### src/rtl/keypad_scanner_if.sv
// rtl/keypad_scanner_if.sv - keypad matrix drive/sense, key event and digit-register signals
// master is the scanner side, slave is the keypad/consumer side.
interface keypad_scanner_if;
    logic [3:0]  col_out;
    logic [3:0]  row_in;
    logic        key_valid;
    logic [3:0]  key_code;
    logic        key_held;
    logic [15:0] digits;

    modport master (
        output col_out,
        output key_valid,
        output key_code,
        output key_held,
        output digits,
        input  row_in
    );

    modport slave (
        input  col_out,
        input  key_valid,
        input  key_code,
        input  key_held,
        input  digits,
        output row_in
    );
endinterface

### src/rtl/keypad_scanner.sv
// rtl/keypad_scanner.sv - 4x4 matrix keypad scanner with whole-matrix debounce and BCD entry register
// Columns are driven low one at a time; a matrix state is accepted after repeated identical scans.
module keypad_scanner #(
    parameter int SCAN_DIV       = 50000,
    parameter int DEBOUNCE_SCANS = 4
) (
    input  logic             clk,
    input  logic             rst,
    keypad_scanner_if.master kp
);
    localparam int DW = (SCAN_DIV > 1) ? $clog2(SCAN_DIV) : 1;
    localparam int SW = (DEBOUNCE_SCANS > 1) ? $clog2(DEBOUNCE_SCANS) : 1;
    localparam logic [DW-1:0] DWELL_LAST  = DW'(SCAN_DIV - 1);
    localparam logic [SW-1:0] STABLE_LAST = SW'(DEBOUNCE_SCANS - 1);

    logic [3:0]    row_meta_q;
    logic [3:0]    row_sync_q;
    logic [DW-1:0] dwell_q, dwell_d;
    logic [1:0]    col_q, col_d;
    logic [3:0]    col_out_q, col_out_d;
    logic [15:0]   snap_q, snap_d;
    logic [15:0]   prev_q, prev_d;
    logic [15:0]   acc_q, acc_d;
    logic [SW-1:0] stable_q, stable_d;
    logic          armed_q, armed_d;
    logic          key_valid_q, key_valid_d;
    logic [3:0]    key_code_q, key_code_d;
    logic          key_held_q, key_held_d;
    logic [15:0]   digits_q, digits_d;

    logic          sample;
    logic          scan_done;
    logic          single;
    logic [3:0]    hit_idx;
    logic [3:0]    hit_code;

    // Snapshot bit index is 4*col+row; map it to the printed keypad legend.
    function automatic logic [3:0] decode_key(input logic [3:0] idx);
        logic [3:0] code;
        case (idx)
            4'd0:  code = 4'h1;
            4'd1:  code = 4'h4;
            4'd2:  code = 4'h7;
            4'd3:  code = 4'hE;
            4'd4:  code = 4'h2;
            4'd5:  code = 4'h5;
            4'd6:  code = 4'h8;
            4'd7:  code = 4'h0;
            4'd8:  code = 4'h3;
            4'd9:  code = 4'h6;
            4'd10: code = 4'h9;
            4'd11: code = 4'hF;
            4'd12: code = 4'hA;
            4'd13: code = 4'hB;
            4'd14: code = 4'hC;
            default: code = 4'hD;
        endcase
        return code;
    endfunction

    // Rows are asynchronous to clk; plain two-stage synchronizer, no reset needed.
    always_ff @(posedge clk) begin
        row_meta_q <= kp.row_in;
        row_sync_q <= row_meta_q;
    end

    always_comb begin
        sample    = (dwell_q == DWELL_LAST);
        scan_done = sample && (col_q == 2'd3);
        dwell_d   = dwell_q + 1'b1;
        col_d     = col_q;
        col_out_d = col_out_q;
        snap_d    = snap_q;
        if (sample) begin
            dwell_d   = '0;
            col_d     = col_q + 2'd1;
            col_out_d = ~(4'b0001 << col_d);
            snap_d[{col_q, 2'b00} +: 4] = ~row_sync_q;
        end
    end

    // snap_d already holds the column-3 bits on the scan_done cycle, so it is the completed scan.
    always_comb begin
        prev_d   = prev_q;
        stable_d = stable_q;
        acc_d    = acc_q;
        if (scan_done) begin
            if (snap_d == prev_q) begin
                stable_d = (stable_q == STABLE_LAST) ? stable_q : stable_q + 1'b1;
            end else begin
                stable_d = '0;
            end
            if (stable_d == STABLE_LAST) begin
                acc_d = snap_d;
            end
            prev_d = snap_d;
        end
    end

    always_comb begin
        hit_idx = 4'd0;
        for (int i = 0; i < 16; i++) begin
            if (acc_q[i]) begin
                hit_idx = 4'(i);
            end
        end
        hit_code = decode_key(hit_idx);
        single   = ($countones(acc_q) == 1);
    end

    // armed only re-arms on a full release, which suppresses rollover and multi-key events.
    always_comb begin
        key_valid_d = 1'b0;
        key_code_d  = key_code_q;
        key_held_d  = single;
        armed_d     = armed_q;
        digits_d    = digits_q;
        if (acc_q == 16'h0000) begin
            armed_d = 1'b1;
        end else if (armed_q && single) begin
            key_valid_d = 1'b1;
            key_code_d  = hit_code;
            armed_d     = 1'b0;
            if (hit_code <= 4'd9) begin
                digits_d = {digits_q[11:0], hit_code};
            end else if (hit_code == 4'hE) begin
                digits_d = 16'h0000;
            end else if (hit_code == 4'hF) begin
                digits_d = {4'h0, digits_q[15:4]};
            end
        end else begin
            armed_d = 1'b0;
        end
    end

    always_ff @(posedge clk) begin
        if (rst) begin
            dwell_q     <= '0;
            col_q       <= 2'd0;
            col_out_q   <= 4'b1110;
            snap_q      <= 16'h0000;
            prev_q      <= 16'h0000;
            acc_q       <= 16'h0000;
            stable_q    <= '0;
            armed_q     <= 1'b1;
            key_valid_q <= 1'b0;
            key_code_q  <= 4'h0;
            key_held_q  <= 1'b0;
            digits_q    <= 16'h0000;
        end else begin
            dwell_q     <= dwell_d;
            col_q       <= col_d;
            col_out_q   <= col_out_d;
            snap_q      <= snap_d;
            prev_q      <= prev_d;
            acc_q       <= acc_d;
            stable_q    <= stable_d;
            armed_q     <= armed_d;
            key_valid_q <= key_valid_d;
            key_code_q  <= key_code_d;
            key_held_q  <= key_held_d;
            digits_q    <= digits_d;
        end
    end

    assign kp.col_out   = col_out_q;
    assign kp.key_valid = key_valid_q;
    assign kp.key_code  = key_code_q;
    assign kp.key_held  = key_held_q;
    assign kp.digits    = digits_q;
endmodule

### src/flat_wrapper.sv
// flat-port wrapper written by rule: the top's interface ports become plain ports
module keypad_scanner_flat 
#(
    parameter int SCAN_DIV       = 50000,
    parameter int DEBOUNCE_SCANS = 4
)
  (clk, rst, kp_col_out, kp_key_valid, kp_key_code, kp_key_held, kp_digits, kp_row_in);
  keypad_scanner_if kp_i ();
  input  logic clk;
  input  logic rst;
  output wire logic [$bits(kp_i.col_out)-1:0] kp_col_out;
  output wire logic [$bits(kp_i.key_valid)-1:0] kp_key_valid;
  output wire logic [$bits(kp_i.key_code)-1:0] kp_key_code;
  output wire logic [$bits(kp_i.key_held)-1:0] kp_key_held;
  output wire logic [$bits(kp_i.digits)-1:0] kp_digits;
  input wire logic [$bits(kp_i.row_in)-1:0] kp_row_in;
  assign kp_col_out = kp_i.col_out;
  assign kp_key_valid = kp_i.key_valid;
  assign kp_key_code = kp_i.key_code;
  assign kp_key_held = kp_i.key_held;
  assign kp_digits = kp_i.digits;
  assign kp_i.row_in = kp_row_in;
  keypad_scanner #(.SCAN_DIV(SCAN_DIV), .DEBOUNCE_SCANS(DEBOUNCE_SCANS)) u_core (.clk(clk), .rst(rst), .kp(kp_i));
endmodule
### config.mk
export PLATFORM = sky130hd
export DESIGN_NAME = keypad_scanner_flat
export DESIGN_NICKNAME = d
export VERILOG_FILES = /design/src/rtl/keypad_scanner_if.sv /design/src/rtl/keypad_scanner.sv /design/src/flat_wrapper.sv
export SDC_FILE = /design/constraint.sdc
export NUM_CORES = 1
export LEC_CHECK = 0
export ABC_AREA = 1
export CORE_ASPECT_RATIO = 0.6
export CORE_MARGIN = 3
export CORE_UTILIZATION = 60
export CTS_CLUSTER_DIAMETER = 150
export DETAILED_ROUTE_END_ITERATION = 16
export HOLD_SLACK_MARGIN = 0.08
export PLACE_DENSITY = 0.83
export SYNTH_ARGS = -nofsm -noshare
export SYNTH_HDL_FRONTEND = slang
export SYNTH_SLANG_ARGS = --single-unit
### constraint.sdc
create_clock -name clk -period 5.76 [get_ports clk]
set_input_delay 1.152 -clock clk [delete_from_list [all_inputs] [get_ports clk]]
set_output_delay 1.152 -clock clk [all_outputs]
set_load 0.01 [all_outputs]
==> out/results.ini, run 1 <==
[power_and_ir_drop]
switchingPower_mw=0.289
sequentialPowerShare_pct=53.2
p_int_mw=1.06
cellLeakagePower_nw=2.48
power.density_nw_per_um2=225
ir_drop_uv=179
switching_share_pct=21.4
combPwrFrac_pct=1.9
p_clk_share_pct=44.8

[grt]
grtUsageTotal_pct=26.6
grt_pass1_vias=4418
grt_pass1_wl_um=21300
antenna_found_initial=1
grt_max_degree=44
grt_overflow=0

[synthesis]
synth_top_area_share_pct=38.7
synth_area_leader_cell=dfxtp_1
yosysSeqAreaShare_pct=38.7
ys_types=41
postSynthAreaPerCell_um2=7.34
ys_warn_count=0
syn-num-nets=770
synthTopCellsByArea=dfxtp_1 (39%), nand2_1 (10%), inv_1 (7.1%), nor2_1 (6.6%), ha_1 (6.6%)
synth_area_um2=5320
syn_inst=725
synth_seq_cells=103

[clock_tree]
cts-resized-gates=0
htreeDepth=3
clk_pin_slew_worst_paths_ps=70
root_buffer=clkbuf_16
cts_setup_buffers=0
ctsHoldBuffers=0
clockBufferDepth=2
clock_sinks=103
cts-buffers-inserted=9
clk_latency_ps=350
cts_tree=yes

[placed_design]
dpl.hpwl_um=9400
port_buffers=31
place_congestion=0.932
dpl.cell_count=849
placed_area_um2=5710
place_ws_ps=459

[timing]
hold_violations=0
fin_crit_ps=5360
max_freq_mhz=186
fin_skew_ps=7.54
slew_headroom_pct=34.5
finalMaxSlewViolations=0
worst_pin_slew_ps=981
setup_slack_ps=396
rsz0062_at_grt=false
tns_ps=0
setup_viol=0
min_period_over_period_pct=93.1

[finish]
final_common_cell=nand2_1
syn_to_final_growth_pct=12.7
drive_gt1_share_pct=6.61
finalInstanceArea_um2=6000
final_cell_mix=nand2_1 (146), dfxtp_1 (103), inv_1 (100)
final_cell_count_no_fill=864
antenna_cells=0
layout.nets=797

[run_status]
status=finished clean

[detailed_routing]
drtPass1Iterations=5
drt-initial-drc-count=443
drc_errors=0
wl_um=12700
ant_nets=0
vias_per_cell=5.55
num_vias=4796
wl_per_cell_um=14.7

[die]
num_rows=25
die_w_um=128
die-area_um2=10100
fp.coreArea_um2=8230
start_util_pct=64.7
ios=32
die_h_um=78.9

[worst_setup_path]
crit_start=u_core.acc_q[13]
worstPathRequired_ps=6040
critical_path_peak_fanout=7
rr_startpoint=u_core.acc_q[13]
end_kind=flop
criticalPathCategory=reg2reg
crit_arrival_ps=5640
cp-start-kind=flop

[min_path]
holdCritPathClass=reg2reg
hold_path_startpoint=u_core.row_meta_q[3]

[flow_run]
drv_cap=0

per-stage QoR:
stage               hold slack [ps]  power, mW  utilization (%)
floorplan                       310      0.751                -
global placement                311      0.760             69.4
detailed placement              312      0.761             69.4
CTS                             328       1.36             72.9
global route                    334       1.39             72.9
finish                          327       1.35             72.9
metal layers:
layer	track usage, %	part of all wire [%]
met5	0	0.063
met4	6.78	1.2
met3	7.53	9.4
met2	40.3	42
met1	37.4	48
cells in the mapped netlist:
cell type,n
a31o_1,1
o21ai_2,1
a311oi_1,1
nand2_4,2
o21ai_1,14
a21oi_1,41
nor2_4,4
nor2_2,2
o21ai_0,19
buf_4,1
o211ai_1,4
o22ai_1,6
nor2b_1,1
buf_2,1
nand4_1,29
inv_1,100
a22oi_1,1
nand4_4,1
nor3_2,1
clkinv_1,3
nor4_2,1
fa_1,11
xor2_1,17
ha_1,28
clkinv_2,1
dfxtp_1,103
nand2_1,146
o22a_1,3
nand3_1,33
nand4_2,1
nand2_2,2
nor4_1,2
nor2_1,94
clkbuf_1,12
inv_2,17
buf_6,1
nor3_1,14
o21a_1,1
buf_1,3
nor3b_1,1
or2_0,1
sequential cells by signal, indices dropped and copies added (netlist names):
register / cells
u_core.armed_q: 1
u_core.kp.key_valid: 1
u_core.kp.col_out: 4
u_core.dwell_q: 16
u_core.kp.key_code: 4
u_core.prev_q: 16
u_core.snap_q: 16
u_core.acc_q: 16
u_core.row_sync_q: 4
u_core.stable_q: 2
u_core.row_meta_q: 4
u_core.kp.key_held: 1
u_core.kp.digits: 16
u_core.col_q: 2
critical path, stage by stage, from the launching register on:
cell and delay, ps:
dfxtp_1 420, inv_1 120, ha_1 290, inv_1 50, fa_1 420, fa_1 500, fa_1 540, inv_1 50
fa_1 530, ha_1 170, inv_1 60, fa_1 480, nand3_1 90, nor3_1 170, nand2_1 100, nor2_2 110
clkinv_1 70, a21oi_1 320, inv_2 70, nor2_1 410, o21ai_1 160, a21oi_1 170
power groups by stage:
stage	registers [mW]	clock network, mW	logic [mW]
after global placement	0.735	0	0.0249
after floorplan	0.734	0	0.0165
after global routing	0.719	0.641	0.0287
after detailed placement	0.735	0	0.0257
final	0.718	0.605	0.0263
after CTS	0.718	0.618	0.0257
layout make-up:
class	instances	area (µm²)
clock inverters	5	57.6
inverters	121	455
well taps	108	135
repair buffers	34	333
multi-input cells	483	2720
flip-flops and latches	103	2060
fillers	633	2230
clock buffers	10	229
final timing paths:
| check | endpoint | slack (ps) | cells past startpoint |
|---|---|---|---|
| setup / recovery | u_core.kp.digits[3] | 400 | 21 |
| hold / removal | u_core.row_sync_q[3] | 330 | 0 |
| setup reg to reg | u_core.kp.digits[3] | 400 | 21 |
| hold reg to reg | u_core.row_sync_q[3] | 330 | 0 |
logic make-up after synthesis:
kind of cell    Yosys count  share of synthesized area, %
simple gates            335                          28.2
flops                   103                          38.7
xor+xnor                 17                          2.80
fa+ha+maj                39                          10.7
buf+inv                 139                          10.1
compound gates           92                          9.50
Power figures use the tool's default switching activity.
==> run 2, diff against run 1 <==
--- a/config.mk
+++ b/config.mk
@@ -6,7 +6,8 @@
 export NUM_CORES = 1
 export LEC_CHECK = 0
 export ABC_AREA = 1
-export CORE_ASPECT_RATIO = 0.6
+export ABC_CLOCK_PERIOD_IN_PS = 5760
+export CORE_ASPECT_RATIO = 1.4
 export CORE_MARGIN = 3
 export CORE_UTILIZATION = 60
 export CTS_CLUSTER_DIAMETER = 150
==> run 2 against run 1 <==
Effect of this change: maximum frequency is 0.23% higher; critical path depth is 1 higher; cell area is 0.48% higher; die area is 0.21% lower; global-route usage is 2.6 points lower; non-clock buffer count is 1 lower; sequential share of layout area is 0.16 points lower; sequential power hardly changed; hold slack better by 1.9 ps; core utilization is 2.9 points lower; clock power is 3.6% higher; register-to-register slack hardly changed; highest routed layer is now met4.
==> out/results.ini, run 2 (synthesis gave the netlist of run 1 again) <==
[run_status]
status=finished clean

[die]
start_util_pct=61.8  ; -2.9 points
ios=32  ; unchanged
die_w_um=85.6  ; -33%
fp.coreArea_um2=8610  ; +4.6%
die-area_um2=10100  ; -0.21%
num_rows=40  ; +60%
die_h_um=117  ; +49%

[finish]
drive_gt1_share_pct=7.01  ; +0.40 points
final_common_cell=nand2_1
final_cell_count_no_fill=861  ; -0.35%
fillerInstances=681  ; +7.6%
register_area_um2=2060  ; unchanged
multi_input_comb_area_um2=2740  ; +0.41%
layout.nets=796  ; -0.13%
final_cell_mix=nand2_1 (146), dfxtp_1 (103), inv_1 (100)
antenna_cells=0  ; unchanged
syn_to_final_growth_pct=13.2

[timing]
hold_violations=0  ; unchanged
setup_slack_ps=408  ; +12.4 ps
whs_ps=329  ; +1.95 ps
worst_pin_slew_ps=948  ; -32.6 ps
fin_crit_ps=5350  ; -12.4 ps
setup_viol=0  ; unchanged
max_freq_mhz=187  ; +0.23%
fin_skew_ps=6.42  ; -1.12 ps
rsz0062_at_grt=false
finalMaxSlewViolations=0  ; unchanged
min_period_over_period_pct=92.9  ; -0.22 points
slew_headroom_pct=36.7  ; +2.2 points
tns_ps=0  ; unchanged

[clock_tree]
ctsHoldBuffers=0  ; unchanged
clk_latency_ps=350  ; about the same
htreeDepth=3  ; unchanged
cts_tree=yes
cts-buffers-inserted=9  ; unchanged
clockBufferDepth=2  ; unchanged
clk_pin_slew_worst_paths_ps=70  ; about the same
clock_sinks=103  ; unchanged
cts_setup_buffers=0  ; unchanged
root_buffer=clkbuf_16
cts-resized-gates=0  ; unchanged

[grt]
grt_pass1_wl_um=19600  ; -7.9%
grt_overflow=0  ; unchanged
antenna_found_initial=0  ; -1
grtUsageTotal_pct=23.9  ; -2.6 points
grt_max_degree=44  ; unchanged
grt_pass1_vias=4549  ; +3.0%

[detailed_routing]
num_vias=4647  ; -3.1%
ant_nets=0  ; unchanged
drt-initial-drc-count=233  ; -47%
drc_errors=0  ; unchanged
vias_per_cell=5.40  ; -2.8%
wl_um=11600  ; -9.1%
wl_per_cell_um=13.4  ; -8.8%
drtPass1Iterations=4  ; -1

[worst_setup_path]
crit_arrival_ps=5630  ; about the same
worstPathRequired_ps=6040  ; about the same
crit_start=u_core.acc_q[13]
critical_path_peak_fanout=26  ; +19
cp-start-kind=flop
rr_startpoint=u_core.acc_q[13]
criticalPathCategory=reg2reg
end_kind=flop

[placed_design]
dpl.hpwl_um=8490  ; -9.7%
place_congestion=0.866  ; -7.1%
port_buffers=31  ; unchanged
dpl.cell_count=845  ; -0.47%
place_ws_ps=289  ; -170 ps

[min_path]
hold_path_startpoint=u_core.row_meta_q[2]
holdCritPathClass=reg2reg

[flow_run]
drv_cap=0  ; unchanged

[power_and_ir_drop]
ir_drop_uv=162  ; -9.3%
power.density_nw_per_um2=228  ; +1.1%
power.total_mw=1.37  ; +1.6%
cellLeakagePower_nw=2.48  ; +0.17%

[run 2: cell types whose count changed in the layout (fill, tap and decap cells not counted)]
cell / previous run / this run
buf_4: 3 / 2
inv_6: 2 / 3
clkinv_8: 0 / 1
nor2_1: 94 / 93
clkinv_4: 0 / 2
nor2_4: 4 / 5
a21oi_2: 0 / 1
clkbuf_1: 1 / 0
clkinv_2: 3 / 1
a21oi_1: 41 / 40
[run 2: power by group]
part           internal (mW)  switching (mW)  total [mW]
Sequential             0.716         0.00288       0.719
Combinational        0.00786          0.0172      0.0251
Clock                  0.347           0.280       0.627
[run 2: critical path, cell delays in order (launching register included)]
cell      delay (ps)
dfxtp_1          410
inv_1            120
ha_1             290
inv_1             50
fa_1             410
fa_1             490
fa_1             550
inv_1             60
fa_1             540
ha_1             170
inv_1             60
fa_1             480
nand3_1          100
nor3_1           200
nand2_1          150
nor2_4           210
clkinv_1         110
a21oi_2          180
inv_2             70
buf_4            220
nor3_1           190
o21ai_1           80
a21oi_1          130
[run 2: worst paths after layout]
check | cells past startpoint | slack [ps] | end
worst max-delay path | 22 | 410 | u_core.kp.digits[3]
worst min-delay path | 0 | 330 | u_core.row_sync_q[2]
worst max register to register | 22 | 410 | u_core.kp.digits[3]
worst min register to register | 0 | 330 | u_core.row_sync_q[2]
[run 2: stage by stage]
step                      area, µm²  utilization, %
final                          6020            70.0
after global routing           6020            70.0
after CTS                      6010            69.9
after detailed placement       5700            66.2
after global placement         5700            66.2
after floorplan                5320               -
[run 2: per-layer routing]
layer | track usage [%] | vias up | part of all wire, %
met5 | 0 | - | 0
met3 | 3.65 | 34 | 2.6
li1 | - | 2361 | -
met1 | 25.5 | 2159 | 39
met2 | 43.6 | 93 | 54
met4 | 13.5 | 0 | 4.5
[run 2: cell type report]
| cell class | instances | share of cell area (%) |
|---|---|---|
| Clock inverter | 7 | 1.50 |
| Sequential cell | 103 | 34.2 |
| Multi-Input combinational cell | 483 | 45.4 |
| Clock buffer | 9 | 3.74 |
| Tap cell | 105 | 2.18 |
| Inverter | 121 | 7.56 |
| Timing Repair Buffer | 33 | 5.40 |
==> run 3, diff against run 2 <==
--- a/config.mk
+++ b/config.mk
@@ -14,6 +14,7 @@
 export DETAILED_ROUTE_END_ITERATION = 16
 export HOLD_SLACK_MARGIN = 0.08
 export PLACE_DENSITY = 0.83
+export RECOVER_POWER = 100
 export SYNTH_ARGS = -nofsm -noshare
 export SYNTH_HDL_FRONTEND = slang
 export SYNTH_SLANG_ARGS = --single-unit
==> run 3 against run 2 <==
Effect of this change: the flow now finishes with violations (capacitance limit, slew limit); combinational power down 3%; hold slack worse by 0.80 ps; total power about the same; non-clock buffer count unchanged; via count up 0.34%; clock power about the same; maximum frequency down 0.41%; largest power group unchanged.
==> out/results.ini, run 3 (synthesis gave the netlist of run 1 again) <==
[run_status]
status=finished with violations
violations=capacitance limit, slew limit

[worst_setup_path]
r2r_setup_slack_ps=390  ; -20 ps
critical_path_peak_fanout=26  ; unchanged
crit_buf_inv=7  ; unchanged
slowest_delay_ps=550  ; about the same
crit_top_cell=fa_1
cp-start-kind=flop
crit_chain=inv_1 > ha_1 > inv_1 > fa_1 > fa_1 > fa_1 > inv_1 > fa_1 > ha_1 > inv_1 > fa_1 > nand3_1 > nor3_1 > nand2_1 > nor2_4 > clkinv_1 > a21oi_2 > inv_2 > buf_4 > nor3_1 > o21ai_1 > a21oi_1
worstPathRequired_ps=6010  ; -30 ps
cp_slowest_cell=fa_1
end_kind=flop
criticalPathCategory=reg2reg
crit_arrival_ps=5630  ; about the same
cp_top_family=adder cells

[power_and_ir_drop]
combPwrFrac_pct=1.8  ; about the same
ir_drop_uv=163  ; +0.39%
cellLeakagePower_nw=2.55  ; +2.7%
switchingPower_mw=0.302  ; +0.50%
p_clk_share_pct=45.8  ; about the same
switching_share_pct=22.0  ; +0.099 points
power.density_nw_per_um2=228  ; +0.24%
p_int_mw=1.07  ; about the same
sequentialPowerShare_pct=52.4  ; about the same

[detailed_routing]
ant_nets=0  ; unchanged
wl_um=11600  ; about the same
drt-initial-drc-count=238  ; +2.1%
vias_per_cell=5.42  ; +0.34%
drc_errors=0  ; unchanged
wl_per_cell_um=13.5  ; about the same
num_vias=4663  ; +0.34%
drtPass1Iterations=5  ; +1

[finish]
drive_gt1_share_pct=6.75  ; -0.26 points
fillerInstances=685  ; +0.59%
multi_input_comb_area_um2=2730  ; -0.27%
final_common_cell=nand2_1
antenna_cells=0  ; unchanged
register_area_um2=2060  ; unchanged
final_cell_mix=nand2_1 (146), dfxtp_1 (103), inv_1 (100)
syn_to_final_growth_pct=13.0
layout.nets=796  ; unchanged

[timing]
slew_headroom_pct=-39.5  ; -76 points
fin_crit_ps=5370  ; +22.3 ps
min_period_over_period_pct=93.3  ; +0.39 points
worst_pin_slew_ps=2090  ; +1140 ps
finalMaxSlewViolations=44  ; +44
tns_ps=0  ; unchanged
hold_violations=0  ; unchanged
fin_skew_ps=7.01  ; +0.587 ps
max_freq_mhz=186  ; -0.41%
setup_slack_ps=386  ; -22.3 ps
setup_viol=0  ; unchanged
rsz0062_at_grt=false

[die]
die_h_um=117  ; unchanged
num_rows=40  ; unchanged
fp.coreArea_um2=8610  ; unchanged
die-area_um2=10100  ; unchanged
start_util_pct=61.8  ; unchanged
die_w_um=85.6  ; unchanged
ios=32  ; unchanged

[grt]
grt_pass1_vias=4549  ; unchanged
grtUsageTotal_pct=23.9  ; unchanged
grt_pass1_wl_um=19600  ; unchanged
antenna_found_initial=0  ; unchanged
grt_overflow=0  ; unchanged
grt_max_degree=44  ; unchanged

[placed_design]
port_buffers=31  ; unchanged
place_ws_ps=289  ; unchanged
dpl.hpwl_um=8490  ; unchanged
place_congestion=0.866  ; unchanged

[clock_tree]
clk_latency_ps=350  ; about the same
cts-buffers-inserted=9  ; unchanged
clockBufferDepth=2  ; unchanged
htreeDepth=3  ; unchanged
root_buffer=clkbuf_16
clock_sinks=103  ; unchanged
cts_setup_buffers=0  ; unchanged
cts_tree=yes
clk_pin_slew_worst_paths_ps=70  ; about the same

[min_path]
holdCritPathClass=reg2reg

[flow_run]
drv_cap=1  ; +1

## run 3: area by class of cell
cell class	count	area share, %
Multi-Input combinational cell	483	45.4
Sequential cell	103	34.3
Inverter	121	7.57
Timing Repair Buffer	33	5.35
Clock buffer	9	3.75
Tap cell	105	2.18
Clock inverter	7	1.50
## run 3: power by group through the flow
stage / clock, mW / combinational, mW / sequential, mW
floorplan: 0 / 0.0165 / 0.734
CTS: 0.638 / 0.0254 / 0.719
finish: 0.628 / 0.0243 / 0.719
detailed placement: 0 / 0.0250 / 0.736
global placement: 0 / 0.0241 / 0.735
global route: 0.665 / 0.0273 / 0.719
## run 3: stage by stage
| step | instance area (µm²) | cells | total power, mW | util [%] | hold WS [ps] |
|---|---|---|---|---|---|
| final | 6010 | 861 | 1.37 | 69.9 | 328 |
| after global placement | 5700 | 845 | 0.760 | 66.2 | 310 |
| after CTS | 6010 | 861 | 1.38 | 69.9 | 329 |
| after detailed placement | 5700 | 845 | 0.761 | 66.2 | 312 |
| after floorplan | 5320 | 725 | 0.751 | - | 310 |
| after global routing | 6010 | 861 | 1.41 | 69.9 | 337 |
## run 3: per-layer routing
metal | track usage, % | vias to the layer above | wire length (µm)
li1 | - | 2361 | -
met1 | 25.5 | 2152 | 4510
met2 | 43.6 | 116 | 6160
met3 | 3.65 | 34 | 373
met4 | 13.5 | 0 | 534
met5 | 0 | - | 0
## run 3: final timing paths
check | start | to | cells past startpoint
worst max register to register | u_core.acc_q[13] | u_core.kp.digits[3] | 22
worst min-delay path | u_core.row_meta_q[0] | u_core.row_sync_q[0] | 0
worst min register to register | u_core.row_meta_q[0] | u_core.row_sync_q[0] | 0
worst max-delay path | u_core.acc_q[13] | u_core.kp.digits[3] | 22
## run 3: repair_timing
| item | 4_1_cts | 5_1_grt |
|---|---|---|
| resized for setup | 0 | 3 |
| hold buffers | 0 | 0 |
| endpoints found under the setup margin | 0 | 12 |
## run 3: worst reg2reg max path, cell delays in order (launching register included)
cell      delay (ps)
dfxtp_1          400
inv_1            120
ha_1             290
inv_1             50
fa_1             410
fa_1             490
fa_1             550
inv_1             60
fa_1             540
ha_1             170
inv_1             60
fa_1             480
nand3_1          100
nor3_1           200
nand2_1          150
nor2_4           210
clkinv_1         110
a21oi_2          190
inv_2             70
buf_4            220
nor3_1           200
o21ai_1           80
a21oi_1          130
